**config.mk**
```make
export PLATFORM = sky130hd
export DESIGN_NAME = inverse_result_collector
export DESIGN_NICKNAME = d
export VERILOG_FILES = /design/src/rtl/inverse_result_collector.sv
export SDC_FILE = /design/constraint.sdc
export NUM_CORES = 1
export LEC_CHECK = 0
export ABC_AREA = 1
export CELL_PAD_IN_SITES_DETAIL_PLACEMENT = 2
export CELL_PAD_IN_SITES_GLOBAL_PLACEMENT = 2
export CORE_AREA = 2 2 150 182
export CTS_BUF_LIST = sky130_fd_sc_hd__clkbuf_8
export CTS_CLUSTER_SIZE = 10
export DETAILED_ROUTE_END_ITERATION = 7
export DIE_AREA = 0 0 152 184
export PLACE_DENSITY = 0.82
export SLEW_MARGIN = 20
export SYNTH_ARGS = -nofsm -noshare
export SYNTH_HDL_FRONTEND = slang
export SYNTH_SLANG_ARGS = --single-unit
```
**constraint.sdc**
```tcl
create_clock -name clk -period 7.5 [get_ports clk]
set_clock_uncertainty 0.2 [all_clocks]
set_input_delay 1.875 -clock clk [delete_from_list [all_inputs] [get_ports clk]]
set_output_delay 1.875 -clock clk [all_outputs]
set_load 0.02 [all_outputs]
```
**src/rtl/inverse_result_collector.sv**
```systemverilog
// Buffers the inverter's row-major result stream and replays it
// to a consumer with row/col tags over a valid/ready handshake.
module inverse_result_collector #(
    parameter int DATA_W = 16,
    parameter int MAX_N  = 4
) (
    input  logic              clk,
    input  logic              rst,
    input  logic [3:0]        order,
    input  logic [DATA_W-1:0] res_data,
    input  logic              res_ready,
    input  logic              res_invertible,
    output logic [DATA_W-1:0] out_data,
    output logic              out_valid,
    input  logic              out_ready,
    output logic              out_last,
    output logic [3:0]        out_row,
    output logic [3:0]        out_col,
    output logic              busy,
    output logic              sing_err,
    output logic              ord_err,
    output logic              overrun
);

    localparam int DEPTH = MAX_N * MAX_N;
    localparam int IDX_W = (DEPTH > 1) ? $clog2(DEPTH) : 1;
    localparam logic [3:0] MAX_ORD = 4'(MAX_N);

    typedef enum logic [1:0] {
        IDLE,
        CAPTURE,
        DRAIN
    } state_t;

    state_t state;
    state_t state_nx;

    logic              res_ready_q;
    logic [IDX_W-1:0]  idx;
    logic [IDX_W-1:0]  rd_idx;
    logic [IDX_W-1:0]  last_idx;
    logic [3:0]        n_q;
    logic [3:0]        row;
    logic [3:0]        col;
    logic [DATA_W-1:0] mem [DEPTH];

    logic             start;
    logic             ord_bad;
    logic             accept;
    logic             cap_we;
    logic             cap_done;
    logic             xfer;
    logic             col_wrap;
    logic [IDX_W-1:0] ord_i;
    logic [IDX_W-1:0] last_nx;
    logic [IDX_W-1:0] wr_addr;

    assign start    = res_ready & ~res_ready_q;
    assign ord_bad  = (order == 4'd0) || (order > MAX_ORD);
    assign accept   = (state == IDLE) && start
                      && !ord_bad && res_invertible;
    // N*N-1 fits in IDX_W bits, so modular math is exact here
    assign ord_i    = IDX_W'(order);
    assign last_nx  = ord_i * ord_i - IDX_W'(1);
    assign cap_done = (state == CAPTURE) && (idx == last_idx);
    assign xfer     = out_valid & out_ready;
    assign col_wrap = (col == n_q - 4'd1);

    assign cap_we   = accept || (state == CAPTURE);
    assign wr_addr  = (state == CAPTURE) ? idx : '0;

    assign out_valid = (state == DRAIN);
    assign out_last  = out_valid && (rd_idx == last_idx);
    assign out_data  = out_valid ? mem[rd_idx] : '0;
    assign out_row   = row;
    assign out_col   = col;
    assign busy      = (state != IDLE);

    always_comb begin
        state_nx = state;
        unique case (state)
            IDLE: begin
                if (accept) begin
                    state_nx = (order == 4'd1) ? DRAIN : CAPTURE;
                end
            end
            CAPTURE: begin
                if (cap_done) begin
                    state_nx = DRAIN;
                end
            end
            DRAIN: begin
                if (xfer && out_last) begin
                    state_nx = IDLE;
                end
            end
            default: state_nx = IDLE;
        endcase
    end

    always_ff @(posedge clk) begin
        if (rst) begin
            state <= IDLE;
        end else begin
            state <= state_nx;
        end
    end

    always_ff @(posedge clk) begin
        if (rst) begin
            res_ready_q <= 1'b0;
            sing_err    <= 1'b0;
            ord_err     <= 1'b0;
            overrun     <= 1'b0;
        end else begin
            res_ready_q <= res_ready;
            sing_err    <= 1'b0;
            ord_err     <= 1'b0;
            if (start && state == IDLE) begin
                unique case (1'b1)
                    ord_bad:
                        ord_err <= 1'b1;
                    !ord_bad && !res_invertible:
                        sing_err <= 1'b1;
                    default: ;
                endcase
            end
            // a new result cannot be accepted mid-transfer
            if (start && state != IDLE) begin
                overrun <= 1'b1;
            end
        end
    end

    always_ff @(posedge clk) begin
        if (rst) begin
            idx      <= '0;
            last_idx <= '0;
            n_q      <= 4'd0;
        end else if (accept) begin
            idx      <= IDX_W'(1);
            last_idx <= last_nx;
            n_q      <= order;
        end else if (state == CAPTURE) begin
            idx <= idx + IDX_W'(1);
        end
    end

    always_ff @(posedge clk) begin
        if (rst) begin
            rd_idx <= '0;
            row    <= 4'd0;
            col    <= 4'd0;
        end else if (accept) begin
            rd_idx <= '0;
            row    <= 4'd0;
            col    <= 4'd0;
        end else if (xfer) begin
            if (out_last) begin
                rd_idx <= '0;
                row    <= 4'd0;
                col    <= 4'd0;
            end else begin
                rd_idx <= rd_idx + IDX_W'(1);
                if (col_wrap) begin
                    col <= 4'd0;
                    row <= row + 4'd1;
                end else begin
                    col <= col + 4'd1;
                end
            end
        end
    end

    always_ff @(posedge clk) begin
        if (!rst && cap_we) begin
            mem[wr_addr] <= res_data;
        end
    end

endmodule
```
* After elaboration in Yosys (flattened, before gate mapping)
Memory sizes are Yosys's and may differ from the RTL's. A register that Yosys moved wholly into a read port is not among the register bits. Index checks and enable logic that the tools add are counted. W data, S select, Z words.
Cells by class: reductions and logical operators 23, bitwise operators 4, magnitude comparators 1, eq/ne operators 9, multipliers 1, $add $sub $neg 6, muxes and demuxes 20
Operator list (number):
- $mux W4 | 8
- $add A4 B1 Y4 const B | 4
- $mux W16 | 1
- $eq A4 B4 Y1 | 3
- $logic_and A1 B1 Y1 | 9
- $mux W2 | 4
- $sub A4 B1 Y4 const B | 2
- $mux W1 | 6
- $pmux W2 S3 | 1
- $reduce_bool A2 Y1 | 3
- $eq A4 B1 Y1 const B | 1
- $gt A4 B3 Y1 const B | 1
- $logic_not A4 Y1 | 1
- $mul A4 B4 Y4 | 1
- $ne A2 B2 Y1 const B | 2
- $reduce_or A2 Y1 | 2
- $logic_not A1 Y1 | 3
- $reduce_and A3 Y1 | 1
- $and A1 B1 Y1 | 2
- $eq A2 B1 Y1 const B | 1
- $eq A2 B2 Y1 const B | 1
- $logic_not A2 Y1 | 1
- $logic_or A1 B1 Y1 | 2
- $ne A2 B1 Y1 const B | 1
- other kinds (2) | 3
Storage, ports and cells: flip-flop bits (word level) 30, input bits 25, word-level logic and storage cells 77, memories kept 1, output and inout bits 30, memory bits (writable) 256
Memories:
- mem | words 16, bits a word 16, rd ports 1, clocked after memory_dff 1, wr ports 1, RTL line 45 | logic [DATA_W-1:0] mem [DEPTH];

* Depth between registers and ports, before layout
word-level depth 9, depth in mapped cells 13, gate-level depth less buffers 13

* Worst setup path after synthesis
Ideal clock, no wire load.
path type input port to flip-flop, from input order[0], to memory mem[0][0] (enable), buffers on the path 0, stages 9, arrival time 3.316 ns, path slack 3.595 ns, data required time 6.912 ns, library setup time 0.388 ns, cell sequence nor2_1 > inv_1 > nand2_1 > nand2_2 > nor2_8 > inv_4 > a21oi_4 > nand2_2 > nor2_1
On the way: cells in the longest elaborated chain, start to end 9, elaborated cells on any way between the ends 10, classes of those cells order compare: 1; mux: 2; reduce/logical: 7
RTL lines:
- start: declaration | RTL line 9 | input logic [3:0] order,
- $gt A4 B3 Y1 / $logic_not A4 Y1 (equally long branches) | RTL line 59 | assign ord_bad = (order == 4'd0) || (order > MAX_ORD);
- $logic_or A1 B1 Y1 * | RTL line 59
- $logic_not A1 Y1 * | RTL line 61 | && !ord_bad && res_invertible;
- $logic_and A1 B1 Y1 * (2 in a row) | RTL line 61
- $logic_or A1 B1 Y1 * | RTL line 69 | assign cap_we = accept || (state == CAPTURE);
- $logic_and A1 B1 Y1 * | RTL line 176 | if (!rst && cap_we) begin
- $mux W1 * | RTL line 176
- $mux W1 (not written as such) * | RTL line 177 | mem[wr_addr] <= res_data;
- end: declaration | RTL line 45
Mark *: on every way between the ends. The rest lies on a longest branch, timed or not.

==> impl_metrics.toml <==
[cells_and_area]
fill_cells = 2553
antennaDiodeCount = 0
fin_util_pct = 52.2
fin_nets = 1109
area_growth_pct = 14.5
drive_gt1_share_pct = 10.8

[synth]
synth.ff_latch_count = 289
synth.cell_area_um2 = 11900
yosysSeqAreaShare_pct = 70.1
synth_largest_area_cell = "edfxtp_1"
synth_ff_type = "edfxtp_1"
synth_common_cells = "256 x edfxtp_1, 241 x nor2_1, 116 x o21ai_0"
synth_top_cell_area_share_pct = 64.5
synthArstFlopShare_pct = 0
yosysMostFrequentCell = "edfxtp_1"
synth_area_per_cell_um2 = 11.8
synth-edff-count = 256
synth_area_leaders = "edfxtp_1 65%, nor2_1 7.6%, dfxtp_1 5.5%"
synth.distinct_cells = 38
ys_warn_count = 0
syn_nets = 1038
syn_inst = 1008

[floorplan]
core_area_um2 = 26100
rows = 65
fp.dieW_um = 152
num_io_pins = 55
die-area_um2 = 28000
initial_core_util_pct = 45.6
die_h_um = 184

[sta]
tns_ns = 0
layout_setup_ws_ns = 1.45
rsz0062_at_grt = "false"
finalHoldViolCount = 0
report.final.slew_viol_count = 0
fmax_ghz = 0.165
min_period_ns = 6.05
setup_viol = 0
tightest_slew_ns = 1.06
maxSlewHeadroom_pct = 29.6
fin_crit_sh_pct = 80.6

[placed_design]
dp.final_hpwl_um = 22700
port_buffers = 54
place_ws_ns = 2.12
place_congestion = 0.731

[route]
wl_per_cell_um = 27.2
wirelength_um = 39300
first_iter_violations = 669
drt_pass1_iterations = 5
drc = 0
vias = 8472
final_antenna_net_count = 0
routed_via_density = 5.85

[worst_hold_path]
hold_depth = 2
hold_end = "overrun$_SDFFE_PP0P_"
hp-class = "reg2reg"
min_from = "overrun$_SDFFE_PP0P_"

[clocking]
clk_path_buf_depth = 3
insertion_delay_ns = 0.55
cts_max_level = 2
root_buffer = "clkbuf_8"
cts_hold_buf = 0
cts_buffers = 48
ctsResizeCount = 0
numClockSinks = 289
cts_tree = "done"
clk_transition_reported_paths_ns = 0.06
cts_setup_buffers = 0

[power]
pwr-share-clk_pct = 35.8
pwr-share-seq_pct = 51.9
p_per_area_nw_per_um2 = 256
power.net_switching_mw = 0.950
ir_drop_v = 0.000113
internal_power_mw = 2.54
total_leakage_power_nw = 4.59
switching_share_pct = 27.2
power.total_mw = 3.49
p_comb_share_pct = 12.2

[worst_setup_path]
rr_startpoint = "state[1]$_SDFFE_PP0P_"
cp.required_ns = 5.43
r2r_setup_slack_ns = 4.82
startpoint_type = "flip-flop"
crit_type = "reg2out"
rr_worst_depth = 7
cp-end-kind = "primary output"
worstPathMaxFanout = 63
crit_arrival_ns = 3.97
timing.rr.end = "mem[8][4]$_DFFE_PP_"

[job]
cap_violations = 0

[global_route]
grt_max_degree = 103
grt-ovfl-total = 0
track_usage_pct = 28.5
grt_first_pass_wirelength_um = 59500
grt_pass1_vias = 9466
antenna_found_initial = 1

[run_status]
status = "finished clean"
metrics by stage:
step | hold WS [ns] | area [um^2] | instances
floorplan | 0.263 | 11900 | 1008
global placement | 0.257 | 12800 | 1364
detailed placement | 0.265 | 12800 | 1364
CTS | 0.287 | 13600 | 1448
global route | 0.316 | 13600 | 1448
finish | 0.277 | 13600 | 1448
power by group through the flow:
stage | combinational, mW | sequential, mW | clock, mW
floorplan | 0.261 | 1.84 | 0
global placement | 0.391 | 1.84 | 0
detailed placement | 0.422 | 1.84 | 0
CTS | 0.432 | 1.81 | 1.27
global route | 0.470 | 1.81 | 1.34
finish | 0.427 | 1.81 | 1.25
metal layers:
metal | vias up | track usage [%] | wire length [um]
li1 | 3741 | - | -
met1 | 4368 | 34.8 | 15400
met2 | 277 | 51.4 | 20800
met3 | 84 | 4.15 | 1880
met4 | 2 | 10.6 | 1190
met5 | - | 0 | 11
registers in the layout, indices dropped and copies added, names as in the netlist, named ones only:
signal,count
state,2
n_q,4
rd_idx,4
mem,256
last_idx,3
out_col,4
out_row,4
idx,4
sing_err,1
ord_err,1
overrun,1
res_ready_q,1
placed cells by master (no fill, tap or decap), types with 5 or more instances in the layout:
master	n
nor2_1	225
nor2_4	6
xor2_1	7
o21ai_1	20
o211ai_1	64
nand4_1	6
ha_1	5
clkinv_1	10
clkbuf_8	51
o21ai_0	116
nor2_2	17
a21oi_1	27
edfxtp_1	256
buf_4	21
inv_1	56
nand3_1	45
dfxtp_1	31
nand2_1	59
clkdlybuf4s50_1	54
critical path: stages, from the launching register on:
cell             delay [ns]
dfxtp_4                0.44
clkinv_2               0.13
buf_4                  0.55
buf_4                  0.68
nor2_1                 0.15
o211ai_1               0.26
nand3_1                0.13
a21oi_1                0.29
clkdlybuf4s50_1        0.67
cells by family after synthesis:
kind of cell,count (synthesis),share of synthesized area (%)
muxes,1,0.0840
and+or+nand+nor,373,13.4
xor gates and xnor gates,10,0.735
AOI/OAI and AO/OA,232,11.3
adders and majority gates,5,0.525
buffers and inverters,98,3.89
DFF,289,70.1
final cells by class:
class,instances,area (um^2),area share (%)
well taps,335,419,3.07
inverters,43,168,1.23
multi-input cells,621,3150,23.1
flip-flops and latches,289,8350,61.3
clock buffers,51,702,5.15
clock inverters,33,133,0.973
repair buffers,76,709,5.20
worst max path at each step:
| stage | to | start | slack [ns] |
|---|---|---|---|
| 5_1_grt | out_data[12] | flip-flop | 1.30 |
| 3_3_place_gp | out_data[5] | flip-flop | 2.25 |
| 3_5_place_dp | out_data[5] | flip-flop | 2.12 |
| 6_report | out_data[5] | flip-flop | 1.45 |
| 4_1_cts | out_data[2] | flip-flop | 1.44 |
| 2_1_floorplan | mem[0][0]$_DFFE_PP_ | order[0] | 3.60 |
Power figures use the tool's default switching activity.
